==> src/rtl/run_ctrl.sv <==
// Debug run-control sequencer: takes host commands and gates the core clock-enable
// for single step, counted run or free run, stopping on halt, breakpoint or host stop.
module run_ctrl #(
  parameter int CNT_W = 32,
  parameter bit BP_EN = 1'b1
) (
  input  logic             CLK,
  input  logic             RST,
  input  logic             CMD_VALID,
  output logic             CMD_READY,
  input  logic [1:0]       CMD_OP,
  input  logic [CNT_W-1:0] CMD_ARG,
  input  logic             STOP_REQ,
  input  logic             HALT_IN,
  input  logic             BP_HIT,
  output logic             CPU_CE,
  output logic             BUSY,
  output logic             DONE,
  output logic [2:0]       STOP_CAUSE,
  output logic [CNT_W-1:0] REMAIN,
  output logic [CNT_W-1:0] CYC_CNT
);

  localparam logic [1:0] OP_CLR  = 2'd0;
  localparam logic [1:0] OP_STEP = 2'd1;
  localparam logic [1:0] OP_RUNN = 2'd2;
  localparam logic [1:0] OP_RUN  = 2'd3;

  localparam logic [2:0] C_NONE = 3'd0;
  localparam logic [2:0] C_STEP = 3'd1;
  localparam logic [2:0] C_CNT  = 3'd2;
  localparam logic [2:0] C_HOST = 3'd3;
  localparam logic [2:0] C_HALT = 3'd4;
  localparam logic [2:0] C_BP   = 3'd5;

  localparam logic [CNT_W-1:0] CNT_ZERO = '0;
  localparam logic [CNT_W-1:0] CNT_ONE  = {{(CNT_W-1){1'b0}}, 1'b1};

  typedef enum logic [2:0] {
    S_IDLE = 3'd0,
    S_STEP = 3'd1,
    S_RUNN = 3'd2,
    S_RUNF = 3'd3,
    S_DONE = 3'd4
  } state_t;

  state_t state, state_nxt;

  logic             accept;
  logic             bp_act;
  logic             stop_now;
  logic             run_st;
  logic [2:0]       cause_q;
  logic [CNT_W-1:0] remain_q;
  logic [CNT_W-1:0] cyc_q;

  // Any active stop source wins over step/count completion; halt outranks breakpoint.
  function automatic logic [2:0] stop_code(input logic halt, input logic bp);
    if (halt)
      return C_HALT;
    else if (bp)
      return C_BP;
    else
      return C_HOST;
  endfunction

  assign bp_act   = BP_EN & BP_HIT;
  assign stop_now = HALT_IN | bp_act | STOP_REQ;
  assign run_st   = (state == S_STEP) || (state == S_RUNN) || (state == S_RUNF);
  assign accept   = CMD_VALID & CMD_READY;

  always_ff @(posedge CLK) begin
    if (RST)
      state <= S_IDLE;
    else
      state <= state_nxt;
  end

  always_comb begin
    state_nxt = state;
    case (state)
      S_IDLE: begin
        if (accept) begin
          case (CMD_OP)
            OP_STEP: state_nxt = S_STEP;
            OP_RUNN: state_nxt = (CMD_ARG == CNT_ZERO) ? S_DONE : S_RUNN;
            OP_RUN:  state_nxt = S_RUNF;
            default: state_nxt = S_IDLE;
          endcase
        end
      end
      S_STEP: state_nxt = S_DONE;
      S_RUNN: if (stop_now || (remain_q == CNT_ONE)) state_nxt = S_DONE;
      S_RUNF: if (stop_now) state_nxt = S_DONE;
      S_DONE: state_nxt = S_IDLE;
      default: state_nxt = S_IDLE;
    endcase
  end

  always_comb begin
    CMD_READY = (state == S_IDLE);
    BUSY      = run_st;
    DONE      = (state == S_DONE);
    CPU_CE    = run_st & ~stop_now & ~RST;
  end

  always_ff @(posedge CLK) begin
    if (RST) begin
      cause_q  <= C_NONE;
      remain_q <= CNT_ZERO;
      cyc_q    <= CNT_ZERO;
    end else begin
      if (CPU_CE)
        cyc_q <= cyc_q + CNT_ONE;
      if (accept) begin
        cause_q <= C_NONE;
        case (CMD_OP)
          OP_CLR: begin
            cyc_q    <= CNT_ZERO;
            remain_q <= CNT_ZERO;
          end
          OP_RUNN: begin
            remain_q <= CMD_ARG;
            if (CMD_ARG == CNT_ZERO)
              cause_q <= C_CNT;
          end
          default: ;
        endcase
      end else if (run_st) begin
        if (stop_now)
          cause_q <= stop_code(HALT_IN, bp_act);
        else if (state == S_STEP)
          cause_q <= C_STEP;
        else if (state == S_RUNN) begin
          remain_q <= remain_q - CNT_ONE;
          if (remain_q == CNT_ONE)
            cause_q <= C_CNT;
        end
      end
    end
  end

  assign STOP_CAUSE = cause_q;
  assign REMAIN     = remain_q;
  assign CYC_CNT    = cyc_q;

endmodule

==> config.mk <==
export PLATFORM = sky130hd
export DESIGN_NAME = run_ctrl
export DESIGN_NICKNAME = d
export VERILOG_FILES = /design/src/rtl/run_ctrl.sv
export SDC_FILE = /design/constraint.sdc
export NUM_CORES = 1
export LEC_CHECK = 0
export ABC_AREA = 1
export CAP_MARGIN = 20
export CORE_ASPECT_RATIO = 0.7
export CORE_MARGIN = 2
export CORE_UTILIZATION = 40
export CTS_BUF_LIST = sky130_fd_sc_hd__clkbuf_16
export CTS_CLUSTER_SIZE = 14
export DETAILED_ROUTE_END_ITERATION = 10
export PLACE_DENSITY = 0.81
export SETUP_SLACK_MARGIN = 0.05
export SLEW_MARGIN = 30
export SYNTH_ARGS = -nofsm -noshare
export SYNTH_HDL_FRONTEND = slang
export SYNTH_SLANG_ARGS = --single-unit
==> constraint.sdc <==
create_clock -name CLK -period 1.6 [get_ports CLK]
set_input_delay 0.32 -clock CLK [delete_from_list [all_inputs] [get_ports CLK]]
set_output_delay 0.32 -clock CLK [all_outputs]
set_load 0.01 [all_outputs]
# Word level (Yosys, flattened, before mapping)
# Cells that the tools add are included.
[classes]
n_addsub = 2
eq_ne = 14
mux = 25
bitwise = 7
n_reduce_logical = 13
[ops]
columns = ["operator", "count"]
rows = [
  ["$mux W32", 8],
  ["$pmux W32 S2", 1],
  ["$mux W3", 12],
  ["$add A32 B1 Y32 const B", 1],
  ["$eq A32 B1 Y1 const B", 1],
  ["$logic_not A32 Y1", 1],
  ["$sub A32 B1 Y32 const B", 1],
  ["$pmux W3 S4", 1],
  ["$pmux W3 S3", 1],
  ["$ne A2 B2 Y1 const B", 4],
  ["$reduce_bool A4 Y1", 2],
  ["$eq A3 B2 Y1 const B", 2],
  ["$reduce_and A3 Y1", 2],
  ["$reduce_and A5 Y1", 1],
  ["$eq A2 B2 Y1 const B", 2],
  ["$mux W2", 2],
  ["$reduce_bool A2 Y1", 2],
  ["$and A1 B1 Y1", 3],
  ["$eq A3 B1 Y1 const B", 1],
  ["$eq A3 B3 Y1 const B", 1],
  ["$logic_not A3 Y1", 1],
  ["$logic_or A1 B1 Y1", 3],
  ["$ne A3 B1 Y1 const B", 1],
  ["$eq A2 B1 Y1 const B", 1],
  ["other kinds (4)", 6],
]
[word_totals]
reg_bits = 70
in_bits = 40
out_inout_bits = 71
elab_cells = 65

# Depth between registers and ports, before layout
[logic_depth]
ltp_word = 8
mapped_depth = 12

# Worst setup path after synthesis
# Ideal clock, no wire load.
[synth_timing]
kind = "reg2reg"
from = "register cyc_q[0] (netlist: CYC_CNT[0])"
to = "register cyc_q[20] (netlist: CYC_CNT[20])"
t_arrival_ps = 1502
path_slack_ps = -19
stages_incl_launch_ff = 10
path_buffers = 0
path_cell_list = "dfxtp_1 > ha_1 > nand3_1 > inv_1 > nand2_1 > nor2_1 > nor3b_2 > nand2_1 > xor2_1 > nor2_1"
[synth_via]
elab_chain_cells = 4
[synth_lines]
columns = ["element", "line", "text"]
rows = [
  ["start: declaration", "55", "logic [CNT_W-1:0] cyc_q;"],
  ["start signal: assignment", "114", "cyc_q <= cyc_q + CNT_ONE;"],
  ["$add A32 B1 Y32 *", "114", ""],
  ["$mux W32 *", "113", "if (CPU_CE)"],
  ["$mux W32", "117", "case (CMD_OP)"],
  ["$mux W32 *", "115", "if (accept) begin"],
]
# Mark *: on every way between the ends. The rest lies on a longest branch, timed or not.
# A chain may end at the register's enable or synchronous reset.

# Worst setup path in the final report
[layout_timing]
from = "register remain_q[1] (netlist: REMAIN[1])"
to = "register remain_q[26] (netlist: REMAIN[26])"
[layout_via]
elab_chain_cells = 6
[layout_lines]
columns = ["element", "line", "text"]
rows = [
  ["start: declaration", "54", "logic [CNT_W-1:0] remain_q;"],
  ["start signal: assignment", "135", "remain_q <= remain_q - CNT_ONE;"],
  ["$sub A32 B1 Y32", "135", ""],
  ["$mux W32", "134", "else if (state == S_RUNN) begin"],
  ["$mux W32", "132", "else if (state == S_STEP)"],
  ["$mux W32", "130", "if (stop_now)"],
  ["$mux W32", "129", "end else if (run_st) begin"],
  ["$mux W32", "115", ""],
]
# Every way passes these cells. The select of a mux whose other input is x is not followed.

==> qor.csv <==
stage;metric;value;unit
run_status;run_status;complete, but fails checks;
run_status;violations;setup timing;
setup_path;crit_top_cell;buf_4;
route;dr_total_vias;6382;
synthesis;mappedNetlistNets;792;
setup_path;crit_required;1860;ps
global_routing;grt_pass1_wl;27730;microns
synthesis;synth-seq-area-share;0.3009;
cells_and_area;drive_gt1_frac;0.3579;
setup_path;critPathKind;flop to flop;
clock_tree;cts_inserted_buffers;9;
global_routing;grt_max_degree;33;
timing;clock_skew;9.788;ps
clock_tree;cts_tree;built;
setup_path;crit_chain;inv_2 > ha_4 > nand2_4 > nor2_4 > buf_4 > nand2_1 > buf_4 > o21ai_0 > nand3_1 > a21oi_1;
synthesis;synth_area;4657;sq um
timing;period_needed;1778;ps
setup_path;reg2reg_slack;-180;ps
placement;placement.io_buffers;110;
route;firstDrtPassIters;6;
setup_path;cp_max_fo;3;
cells_and_area;final_cell_mix;nand2_1, buf_4, nor2_1, dlygate4sd2_1, inv_1;
cells_and_area;final_common_cell;nand2_1;
timing;rsz0062_at_grt;true;
global_routing;antenna_found_initial;0;
die;fp.dieH;94.28;microns
die;start_util;0.4169;
setup_path;path_delay_family;simple AND/OR/NAND/NOR gates;
global_routing;grt_pass1_vias;5550;
pwr;p_per_area;931.1;nW/um^2
clock_tree;cts-htree-levels;3;
clock_tree;clk_pin_slew;60;ps
die;core;11170;sq um
global_routing;grt_usage;0.2807;
route;wl_per_cell;17.28;microns
die;rows;32;
timing;hold_viol;0;
job;cap_violations;0;
route;viasPerCell;5.521;
setup_path;cp-start-kind;flop;
setup_path;slowest_stage;dfxtp_2;
timing;fmax;562.3;MHz
die;die_area;12540;sq um
synthesis;netlist_instances;749;
placement;gp_congestion;0.9904;
global_routing;overflow;0;
route;drc;0;
clock_tree;clk_path_buf_depth;2;
pwr;irDropWorstVdd;681.2;uV
clock_tree;cts_hold_buf;0;
clock_tree;clk_latency;340;ps
timing;setup_ws;-178.4;ps
clock_tree;root_buffer;clkbuf_16;
cells_and_area;antenna_cells;0;
route;drt-total-wl;19970;microns
pwr;finalPower;7.420;mW
die;ios;111;
timing;post-route-period-util;1.112;
synthesis;synth.distinct_cells;39;
synthesis;ys_warn_count;0;
hold_path;min_from;CMD_ARG[29];
placement;post-dp-hpwl;12130;microns
pwr;p_leak;3.811;nW
cells_and_area;fillers;799;
synthesis;synth_seq_cells;70;
route;ant_nets;0;
setup_path;cp-end-kind;flop;
setup_path;arrival;2040;ps
timing;tightest_slew;421.7;ps
timing;setup_violations;34;
cells_and_area;post-route-util;0.7134;
setup_path;reg2reg_from;REMAIN[1]$_SDFFE_PP0P_;
hold_path;holdCritPathClass;primary input to flop;
die;die_w;133.0;microns
setup_path;cp_slowest_stage_delay;320;ps
synthesis;avgSynthCellArea;6.218;sq um
route;first_iter_violations;771;
timing;relSlewSlack;0.7189;
setup_path;path_buf_inv;3;
cells_and_area;fin_nets;1041;
timing;slew_violations;0;
timing;holdWs;319.7;ps
setup_path;startpoint;REMAIN[1]$_SDFFE_PP0P_;
clock_tree;clock-sinks;70;
cells_and_area;syn_to_final_growth;71.12;%
==> state kept, by name, indices dropped and copies added, names as in the netlist <==
register    count
CYC_CNT        32
REMAIN         32
STOP_CAUSE      3
state           3
==> cells by family (layout without fill, tap and decap cells) <==
kind of cell               Yosys count  after routing  synth area share
AOI/OAI and AO/OA                  139            139            0.1593
xor gates and xnor gates            29             29           0.05454
adders and majority gates            3              3          0.008061
buffers and inverters              104            358           0.09484
DFF                                 70             70            0.3009
and+or+nand+nor                    404            404            0.3823
==> cell usage after synthesis (all sizes together) <==
cell / count / share of area
xnor2: 9 / 0.017
dfxtp: 70 / 0.30
xor2: 20 / 0.038
clkinv: 1 / 0.00081
nor3b: 2 / 0.0043
clkbuf: 4 / 0.0032
buf: 16 / 0.024
o21ai: 51 / 0.055
nand3: 44 / 0.048
ha: 3 / 0.0081
a221oi: 1 / 0.0019
nand3b: 4 / 0.0064
nand4: 18 / 0.024
o211ai: 1 / 0.0016
nor2: 147 / 0.13
nor4: 1 / 0.0013
a21oi: 79 / 0.090
a22oi: 5 / 0.0081
o21bai: 1 / 0.0016
a21boi: 1 / 0.0016
nand2: 176 / 0.15
inv: 83 / 0.067
or2: 2 / 0.0027
nor3: 10 / 0.012
==> power by group <==
group	total (mW)	internal (mW)	switching (mW)	leakage (nW)
Clock	2.14	1.34	0.798	0.159
Combinational	3.26	1.42	1.84	3.07
Sequential	2.02	1.87	0.147	0.586
==> worst reg2reg max path: cells and delay by family (launching register included) <==
kind / cells / cell delay [ps]
buf+inv: 3 / 400
compound gates: 2 / 410
fa+ha+maj: 1 / 150
flops: 1 / 320
simple gates: 4 / 440
==> timing repair <==
action                     CTS  global route
setup endpoints to repair  127            73
pin swaps                   23            76
hold endpoints to repair     0             0
buffers inserted            16            18
cloned                       3             0
gates resized for setup    167           191
==> final timing paths <==
check / end / depth (start not counted)
setup / recovery: REMAIN[26]$_SDFFE_PP0P_ / 10
hold / removal: REMAIN[29]$_SDFFE_PP0P_ / 3
setup reg to reg: REMAIN[26]$_SDFFE_PP0P_ / 10
hold reg to reg: STOP_CAUSE[0]$_SDFFE_PP0P_ / 2
==> metrics by stage <==
stage,instances,cell area [sq um],setup TNS [ps],setup WS (ps)
2_1_floorplan,749,4664,0,55.41
3_3_place_gp,1110,6766,-21730,-556.9
3_5_place_dp,1110,6766,-24570,-584.9
4_1_cts,1144,7348,-482.0,-80.64
5_1_grt,1156,7969,-3948,-213.1
6_report,1156,7969,-1597,-178.4
==> cell type report <==
| cell class | instances | area [sq um] | share of cell area |
|---|---|---|---|
| multi-input cells | 575 | 3379 | 0.4241 |
| repair buffers | 258 | 2318 | 0.2909 |
| flip-flops and latches | 70 | 1453 | 0.1823 |
| inverters | 84 | 320.3 | 0.04019 |
| clock buffers | 9 | 225.2 | 0.02826 |
| well taps | 153 | 191.4 | 0.02402 |
| clock inverters | 7 | 81.33 | 0.01021 |
==> metal layers <==
metal  up-vias  track usage  part of all wire
li1       2921            -                 -
met1      2885       0.3834              0.41
met2       481       0.4352              0.43
met3        95      0.07066              0.12
met4         0      0.08692             0.036
met5         -            0                 0
No activity file was read; power rests on OpenSTA's default activity.
